[config.mk]
export PLATFORM = sky130hd
export DESIGN_NAME = wb_reg_master
export DESIGN_NICKNAME = d
export VERILOG_FILES = /design/src/rtl/wb_reg_master.sv
export SDC_FILE = /design/constraint.sdc
export NUM_CORES = 1
export LEC_CHECK = 0
export CAP_MARGIN = 40
export CORE_MARGIN = 1.5
export CORE_UTILIZATION = 30
export CTS_CLUSTER_DIAMETER = 30
export DETAILED_ROUTE_END_ITERATION = 7
export PLACE_DENSITY_LB_ADDON = 0.2
export SLEW_MARGIN = 10
export SYNTH_ARGS = -nofsm -noshare
export SYNTH_HDL_FRONTEND = slang
export SYNTH_SLANG_ARGS = --single-unit
[constraint.sdc]
create_clock -name clk_i -period 4.3 [get_ports clk_i]
set_input_delay 0.86 -clock clk_i [delete_from_list [all_inputs] [get_ports clk_i]]
set_output_delay 0.86 -clock clk_i [all_outputs]
set_load 0.01 [all_outputs]
[src/rtl/wb_reg_master.sv]
// -----------------------------------------------------------------------------
// wb_reg_master
//
// Single-word register master for a pipelined-mode Wishbone bus. A local
// controller hands over one read or write at a time. The master strobes it
// onto the bus, waits for the slave to terminate it, re-issues it on retry,
// aborts it on timeout, and returns a one-cycle response pulse.
//
// Parameters
//   TIMEOUT    : cycles allowed from first strobe to termination (2..255)
//   MAX_RETRY  : re-issues allowed on wb_rty_i before reporting error (0..7)
//   ADDR_WIDTH : width of request and bus word address
//
// Ports
//   clk_i, rst_n_i        : clock, asynchronous active-low reset
//   req_i / req_ready_o   : request handshake (accepted when both high)
//   req_we_i, req_adr_i,
//   req_dat_i             : request direction, word address, write data
//   rsp_valid_o           : one-cycle pulse when a transaction finishes
//   rsp_dat_o             : last read data (held until the next read completes)
//   rsp_err_o             : bus error, retries exhausted or timeout
//   rsp_timeout_o         : error was caused by timeout
//   wb_cyc_o, wb_stb_o,
//   wb_we_o, wb_sel_o,
//   wb_adr_o, wb_dat_o    : registered Wishbone master outputs
//   wb_ack_i, wb_err_i,
//   wb_rty_i, wb_stall_i,
//   wb_dat_i              : Wishbone slave responses
// -----------------------------------------------------------------------------
module wb_reg_master #(
  parameter int TIMEOUT    = 16,
  parameter int MAX_RETRY  = 3,
  parameter int ADDR_WIDTH = 8
) (
  input  logic                  clk_i,
  input  logic                  rst_n_i,
  // local request side
  input  logic                  req_i,
  input  logic                  req_we_i,
  input  logic [ADDR_WIDTH-1:0] req_adr_i,
  input  logic [31:0]           req_dat_i,
  output logic                  req_ready_o,
  // local response side
  output logic                  rsp_valid_o,
  output logic [31:0]           rsp_dat_o,
  output logic                  rsp_err_o,
  output logic                  rsp_timeout_o,
  // Wishbone master
  output logic                  wb_cyc_o,
  output logic                  wb_stb_o,
  output logic                  wb_we_o,
  output logic [3:0]            wb_sel_o,
  output logic [ADDR_WIDTH-1:0] wb_adr_o,
  output logic [31:0]           wb_dat_o,
  input  logic                  wb_ack_i,
  input  logic                  wb_err_i,
  input  logic                  wb_rty_i,
  input  logic                  wb_stall_i,
  input  logic [31:0]           wb_dat_i
);

  // S_RTRY is the single bus-released cycle between a retry and the re-issue.
  typedef enum logic [2:0] {
    S_IDLE   = 3'd0,
    S_STROBE = 3'd1,
    S_WAIT   = 3'd2,
    S_RTRY   = 3'd3,
    S_RESP   = 3'd4
  } state_e;

  // Counter value during the last allowed cycle of an attempt.
  localparam logic [7:0] TMO_LAST = 8'(TIMEOUT - 1);
  localparam logic [2:0] RTY_MAX  = 3'(MAX_RETRY);

  state_e                  state_q, state_d;
  logic [7:0]              tmo_q, tmo_d;
  logic [2:0]              rty_q, rty_d;

  logic                    cyc_q, cyc_d;
  logic                    stb_q, stb_d;
  logic                    we_q, we_d;
  logic [3:0]              sel_q, sel_d;
  logic [ADDR_WIDTH-1:0]   adr_q, adr_d;
  logic [31:0]             wdat_q, wdat_d;

  logic                    rsp_valid_q, rsp_valid_d;
  logic                    rsp_err_q, rsp_err_d;
  logic                    rsp_to_q, rsp_to_d;
  logic [31:0]             rsp_dat_q, rsp_dat_d;

  logic                    term_ok;
  logic                    tmo_hit;

  // A slave termination only counts once the strobe has been taken
  // (stall low) or while waiting; anything seen in IDLE/RTRY/RESP is ignored.
  assign term_ok = (state_q == S_WAIT) || ((state_q == S_STROBE) && !wb_stall_i);
  assign tmo_hit = (tmo_q == TMO_LAST);

  always_comb begin
    state_d     = state_q;
    tmo_d       = tmo_q;
    rty_d       = rty_q;
    we_d        = we_q;
    adr_d       = adr_q;
    wdat_d      = wdat_q;
    rsp_err_d   = rsp_err_q;
    rsp_to_d    = rsp_to_q;
    rsp_dat_d   = rsp_dat_q;

    unique case (state_q)
      S_IDLE: begin
        if (req_i) begin
          state_d   = S_STROBE;
          we_d      = req_we_i;
          adr_d     = req_adr_i;
          wdat_d    = req_dat_i;
          tmo_d     = 8'd0;
          rty_d     = 3'd0;
          rsp_err_d = 1'b0;
          rsp_to_d  = 1'b0;
        end
      end

      S_STROBE, S_WAIT: begin
        tmo_d = tmo_q + 8'd1;
        // Priority: err > ack > rty > timeout.
        if (term_ok && wb_err_i) begin
          rsp_err_d = 1'b1;
          state_d   = S_RESP;
        end else if (term_ok && wb_ack_i) begin
          if (!we_q) begin
            rsp_dat_d = wb_dat_i;
          end
          state_d = S_RESP;
        end else if (term_ok && wb_rty_i) begin
          if (rty_q < RTY_MAX) begin
            rty_d   = rty_q + 3'd1;
            tmo_d   = 8'd0;
            state_d = S_RTRY;
          end else begin
            rsp_err_d = 1'b1;
            state_d   = S_RESP;
          end
        end else if (tmo_hit) begin
          rsp_err_d = 1'b1;
          rsp_to_d  = 1'b1;
          state_d   = S_RESP;
        end else if ((state_q == S_STROBE) && !wb_stall_i) begin
          state_d = S_WAIT;
        end
      end

      S_RTRY: begin
        tmo_d   = 8'd0;
        state_d = S_STROBE;
      end

      S_RESP: begin
        state_d = S_IDLE;
      end

      default: begin
        state_d = S_IDLE;
      end
    endcase

    // Bus and response outputs are registered from the next state so they
    // line up exactly with the state they describe.
    cyc_d       = (state_d == S_STROBE) || (state_d == S_WAIT);
    stb_d       = (state_d == S_STROBE);
    sel_d       = stb_d ? 4'hF : 4'h0;
    rsp_valid_d = (state_d == S_RESP);
  end

  always_ff @(posedge clk_i or negedge rst_n_i) begin
    if (!rst_n_i) begin
      state_q     <= S_IDLE;
      tmo_q       <= 8'd0;
      rty_q       <= 3'd0;
      cyc_q       <= 1'b0;
      stb_q       <= 1'b0;
      we_q        <= 1'b0;
      sel_q       <= 4'h0;
      adr_q       <= '0;
      wdat_q      <= 32'd0;
      rsp_valid_q <= 1'b0;
      rsp_err_q   <= 1'b0;
      rsp_to_q    <= 1'b0;
      rsp_dat_q   <= 32'd0;
    end else begin
      state_q     <= state_d;
      tmo_q       <= tmo_d;
      rty_q       <= rty_d;
      cyc_q       <= cyc_d;
      stb_q       <= stb_d;
      we_q        <= we_d;
      sel_q       <= sel_d;
      adr_q       <= adr_d;
      wdat_q      <= wdat_d;
      rsp_valid_q <= rsp_valid_d;
      rsp_err_q   <= rsp_err_d;
      rsp_to_q    <= rsp_to_d;
      rsp_dat_q   <= rsp_dat_d;
    end
  end

  assign req_ready_o   = (state_q == S_IDLE);
  assign rsp_valid_o   = rsp_valid_q;
  assign rsp_dat_o     = rsp_dat_q;
  assign rsp_err_o     = rsp_err_q;
  assign rsp_timeout_o = rsp_to_q;
  assign wb_cyc_o      = cyc_q;
  assign wb_stb_o      = stb_q;
  assign wb_we_o       = we_q;
  assign wb_sel_o      = sel_q;
  assign wb_adr_o      = adr_q;
  assign wb_dat_o      = wdat_q;

endmodule

# ---- Word-level counts from Yosys, hierarchy flattened
# Cells that the tools add are included.
dict set report totals {
  ff_bits 96
  latchBits 0
  ramBits 0
  mem_bits_ro 0
  output_inout_bits 83
  elab_cells 84
  mem_count 0
}
dict set report op_classes {
  n_addsub 2
  mul 0
  div_mod_pow 0
  magnitude_cmp 1
  n_eq_ne 17
  shift 0
  muxes 32
  n_bitwise 2
  reduce_logical 17
}
# op count
set op_table {}
lappend op_table {{8-bit 2-to-1 mux} 5}
lappend op_table {{3-bit 2-to-1 mux} 12}
lappend op_table {{8-bit case mux with 3 select lines} 1}
lappend op_table {{2-bit != test (second input constant)} 7}
lappend op_table {{6-bit AND reduction} 2}
lappend op_table {{3-bit by 2-bit == test with 1-bit output (second input constant)} 3}
lappend op_table {{1-bit 2-to-1 mux} 9}
lappend op_table {{3-bit case mux with 3 select lines} 1}
lappend op_table {{8-bit by 1-bit adder with 8-bit output (second input constant)} 1}
lappend op_table {{8-bit by 4-bit == test with 1-bit output (second input constant)} 1}
lappend op_table {{4-bit != test (second input constant)} 2}
lappend op_table {{3-bit by 1-bit == test with 1-bit output (second input constant)} 2}
lappend op_table {{3-bit case mux with 2 select lines} 1}
lappend op_table {{5-bit AND reduction} 1}
lappend op_table {{1-bit logical AND} 4}
lappend op_table {{4-bit 2-to-1 mux} 1}
lappend op_table {{1-bit case mux with 2 select lines} 2}
lappend op_table {{2-bit AND reduction} 2}
lappend op_table {{4-bit AND reduction} 1}
lappend op_table {{3-bit by 1-bit adder with 3-bit output (second input constant)} 1}
lappend op_table {{3-bit == test (second input constant)} 1}
lappend op_table {{3-bit zero test} 1}
lappend op_table {{3-bit by 2-bit less-than comparator with 1-bit output (second input constant)} 1}
lappend op_table {{3-bit != test (second input constant)} 1}
lappend op_table {{other kinds (6)} 8}

# ---- Depth between registers and ports, before layout
dict set report depth {
  depth_word 10
  ltp_mapped 7
  mapped_depth_nobuf 6
}

# ---- Worst setup path before layout
# Ideal clock, no wire load.
dict set report synth_timing {
  kind {in2reg}
  from {input wb_stall_i}
  to {register rsp_dat_q[10] (netlist: rsp_dat_o[10])}
  setup_ps 125
  t_arrival_ps 2008
  setup_slack_ps 2167
  stages 6
  n_path_buf 2
  cell_sequence {nor3b_1 -> o21a_1 -> and4bb_1 -> buf_4 -> buf_6 -> mux2_2}
}
dict set report synth_between {
  elab_chain_cells 6
  elab_cells_between_ends 7
  cone_classes {bitwise: 1; reduce/logical: 6}
}
# item line
set synth_rtl {}
lappend synth_rtl {{from (decl)} 58} ;# input logic wb_stall_i,
lappend synth_rtl {{1-bit zero test *} 96} ;# assign term_ok = (state_q == S_WAIT) || ((state_q == S_STROBE) && !wb_stall_i);
lappend synth_rtl {{1-bit logical AND *} 96}
lappend synth_rtl {{1-bit logical OR *} 96}
lappend synth_rtl {{1-bit logical AND} 127} ;# if (term_ok && wb_err_i) begin
lappend synth_rtl {{1-bit NOT (no line)} --}
lappend synth_rtl {{4-bit AND reduction (no line) *} --}
lappend synth_rtl {{to (signal assigned)} 203} ;# rsp_dat_q <= rsp_dat_d;
lappend synth_rtl {{to (decl)} 89} ;# logic [31:0] rsp_dat_q, rsp_dat_d;
# Mark *: on every way between the ends. The rest lies on a longest branch, timed or not.
# A chain may end at the register's enable or synchronous reset.

# ---- Worst setup path in the final report
dict set report layout_timing {
  from {input wb_stall_i}
  to {register rsp_dat_q[30] (netlist: rsp_dat_o[30])}
}
# The elaborated chain is that of the path after synthesis.

==> results <==
- The run finished with clean final reports.
- The post-synthesis net count is 346.
- The share of total power dissipated in sequential elements is 0.369.
- Dividing the detail-routed via count by the number of cells gives about 4.6.
- Setup repair after global routing left no endpoint under its margin.
- Summed over all nets, the half-perimeter wirelength after detailed placement is between 6000 and 7000 um.
- The root buffer cell is sky130_fd_sc_hd__clkbuf_16.
- The switching part of the total power is 0.302.
- The finished layout holds 599 standard cells, fillers aside.
- The setup path with the least slack is of type input port to register.
- The measured slew at the worst slew-check pin is 0.698 ns.
- The count of nets left with antenna violations once routing finished came out at 0.
- The maximum fanout along the worst path is 32.
- The count of input and output buffers is around 160.
- The shortest clock period the worst path allows after layout is 2.71 ns.
- The total count of hold-check failures in the final report is 0.
- The tightest min-delay check is of the input port to async pin type.
- The worst setup path is captured at a register.
- The cell type contributing the most total cell area after synthesis is sky130_fd_sc_hd__dfrtp_1.
- Summed over all nets, the switching power comes to 1.20 mW.
- The clock passes through at most 2 buffers.
- The worst voltage drop across the vdd grid is 0.000273 V.
- The portion of total power attributed to the clock network is 0.188.
- The repair_antennas step left the layout with diodes totalling 0.
- The number of global-route vias before repair is ~2800.
- The async set-reset flop share out of synthesis is 1.00.
- The number of enable flip-flop cells after synthesis is 0.
- The total global routing track utilization is 0.138.
- The number of H-tree levels is 3.
- The post-cts resize count is 0.
- The count of maximum capacitance violations is 0.
- Dividing the detail-routed wire length by the instance count gives 14.6 um.
- The arrival time at the worst endpoint is 2.94 ns.
- The largest net degree at the start of global routing is 55.
- After detailed placement, the design holds a cell count of 584.
- The die is 115 um tall.
- The highest routed metal layer is met4.
- The standby leakage power is approximately 2.4 nW.
- After detailed routing, the wire length on met1 is 3630 um.
- In the synthesized netlist the dominant register cell turns out to be sky130_fd_sc_hd__dfrtp_1.
- The number of antenna violations at the first check in global routing is 0.
- On the worst path, the slowest cell contributes a delay of 0.43 ns.
- The global-route wire length before repair is ~14000 um.
- The critical path data required time is 4.53 ns.
- STA classifies the critical path startpoint as an input port.
- The area enclosed by the die boundary is 13300 um2.
- The routed design has 8730 um of wire.
- Clock-pin slew was measured on the worst setup and hold paths at 0.06 ns.
- Before antenna repair, the detailed router went through 4 iterations.
- Once layout is complete, the utilization of the core stands at 0.480.
- 163 I/O pins were placed.
- Wire segments on met2 add up to 4010 um in the final route.
- The standard cell with the maximum stage delay on the critical path is sky130_fd_sc_hd__clkdlybuf4s50_1.
- The cell count after synthesis came out at 264.
- The placed instance area is 5550 um2.
- In the final design database the tool counted 509 nets.
- Routability-driven placement finished with a final weighted congestion of slightly above 0.8.
- The completed layout was analyzed and its total power is 3.98 mW.
- For this run, the register share of the synthesized area comes to 0.608.
- The sink count of the clock tree is 92.
- The area of the mapped netlist is 3780 um2.
- In the final timing run, aggregate negative setup slack is 0 ns.
- The number of pins exceeding their max-slew limit in the final report is 0.
- Summed over all nets, wire length on met3 after detailed routing comes to 939 um.
- Of the available clock period, the critical path in the final layout requires 0.631.
- The total number of vias is 2740.
- Traced cell by cell, the critical path runs through clkdlybuf4s50_1 -> nor3b_1 -> o21a_1 -> and4bb_1 -> buf_4 -> mux2_2.
- The setup check on the worst reg-to-reg path leaves a slack of 2.05 ns.
- The internal portion of the total power is around 2.8 mW.
- Post-CTS timing repair inserted 0 buffers for setup.
- The initial core utilization is 0.311.
- Headroom to the max-slew limit came out at 0.534.
- The area of the core region is between 10000 and 15000 um2.
- In the post-synthesis netlist, the biggest area contributors are sky130_fd_sc_hd__dfrtp_1 61%, sky130_fd_sc_hd__mux2_2 21%, sky130_fd_sc_hd__buf_6 1.5%.
- The number of different library cells used by synthesis comes to 42.
- The TritonCTS buffer count is 9.
- The iteration-0 DRC count of the detailed router is 73.
- After floorplanning, the core was divided into 40 placement rows.
- The portion of synthesized cell area occupied by the leading cell type is 0.608.
- The design area is ~5800 um2.
- For this run the aggregate overflow at the end of global routing stands at 0.
- The width of the chip is 115 um.
- In the final layout, the share of cells above drive strength 1 is 0.237.
- The number of hold buffers added after CTS was 0.
- Clock skew on the completed layout was measured at ~0.0045 ns.
- From synthesis to final layout, the design area changed by 54.1%.
- After synthesis the netlist holds a flip-flop and latch count of 92.
- The number of design rule violations left after detail routing is 0.
- The count of yosys warnings during synthesis is 0.
- The mean post-synth cell area is 14.3 um2.
- The portion of total power attributed to combinational logic is 0.443.
- The total power density per cell area is a little under 700 nW/um2.
- The count of endpoints failing setup in the final report is 0.
- The clock latency reported for the late side of the worst-skew pair is 0.34 ns.
- The highest clock rate is ~370 MHz.
- The clock tree from TritonCTS is built.
worst max-delay path, delay by kind of cell:
kind,cells,cell delay (ns)
compound gates,1,0.36
buf+inv,2,0.79
mux,1,0.39
simple gates,2,0.52
layout by cell type (no fill, tap or decap), types with 3 or more instances in the layout:
cell	Yosys	routed
sky130_fd_sc_hd__a21oi_1	7	7
sky130_fd_sc_hd__a31oi_1	5	5
sky130_fd_sc_hd__and3_1	3	3
sky130_fd_sc_hd__buf_4	5	5
sky130_fd_sc_hd__clkbuf_16	0	9
sky130_fd_sc_hd__clkdlybuf4s50_1	0	161
sky130_fd_sc_hd__dfrtp_1	92	92
sky130_fd_sc_hd__inv_1	6	6
sky130_fd_sc_hd__mux2_2	71	71
sky130_fd_sc_hd__nand2_1	5	5
sky130_fd_sc_hd__nand3_1	4	4
sky130_fd_sc_hd__nor2_1	7	7
sky130_fd_sc_hd__nor3_1	6	6
sky130_fd_sc_hd__o21a_1	5	5
sky130_fd_sc_hd__o21ai_0	4	4
sky130_fd_sc_hd__xnor2_1	3	3
metal layers:
metal | vias to the layer above | global-route usage
met3 | 10 | 0.0669
li1 | 1276 | -
met2 | 118 | 0.204
met4 | 0 | 0.0642
met1 | 1336 | 0.168
met5 | - | 0
through the flow:
step | worst slack [ns] | hold slack [ns]
4_1_cts | 1.60 | 0.408
2_1_floorplan | 2.17 | 0.456
6_report | 1.59 | 0.413
3_3_place_gp | 1.29 | 0.470
3_5_place_dp | 1.25 | 0.476
5_1_grt | 1.43 | 0.423
power groups by stage:
stage	clock network (mW)	logic, mW	registers [mW]
final	0.748	1.76	1.47
after floorplan	0	0.646	1.64
after global routing	0.815	1.90	1.53
after global placement	0	1.77	1.48
after CTS	0.777	1.79	1.48
after detailed placement	0	1.78	1.49
kinds of logic after synthesis:
logic type | synth area share
compound gates | 0.0638
xor+xnor | 0.00694
fa+ha+maj | 0.00661
buf+inv | 0.0374
flops | 0.608
mux | 0.217
simple gates | 0.0598
flip-flops by register name, indices dropped and copies added, names as in the netlist:
register,flops
wb_adr_o,8
wb_cyc_o,1
tmo_q,8
wb_dat_o,32
rty_q,3
rsp_dat_o,32
wb_we_o,1
rsp_timeout_o,1
rsp_valid_o,1
state_q,3
rsp_err_o,1
wb_sel_o,1
final timing paths:
path / cells past startpoint / start / end
max: 6 / wb_stall_i / rsp_dat_o[30]
min: 1 / rst_n_i / wb_dat_o[2]
max in group asynchronous: 2 / rst_n_i / rsp_dat_o[17]
min reg2reg: 1 / rsp_dat_o[12] / rsp_dat_o[12]
min in group clk_i: 1 / rsp_dat_o[12] / rsp_dat_o[12]
max reg2reg: 5 / state_q[1] / rsp_dat_o[30]
synth_stat cells, types with 5 or more instances:
cell type and instances:
sky130_fd_sc_hd__a21oi_1 7, sky130_fd_sc_hd__a31oi_1 5, sky130_fd_sc_hd__buf_2 5, sky130_fd_sc_hd__buf_4 5, sky130_fd_sc_hd__buf_6 5, sky130_fd_sc_hd__dfrtp_1 92
sky130_fd_sc_hd__inv_1 6, sky130_fd_sc_hd__mux2_2 71, sky130_fd_sc_hd__nand2_1 5, sky130_fd_sc_hd__nor2_1 7, sky130_fd_sc_hd__nor3_1 6, sky130_fd_sc_hd__o21a_1 5
area by class of cell:
class	count	area [um2]
clock buffer	11	253
clock inverter	4	25.0
fill	1115	6330
inverter	6	22.5
multi-input combinational	151	1340
sequential	92	2300
tap	168	210
timing repair buffer	167	1680
Power figures use the tool's default switching activity.
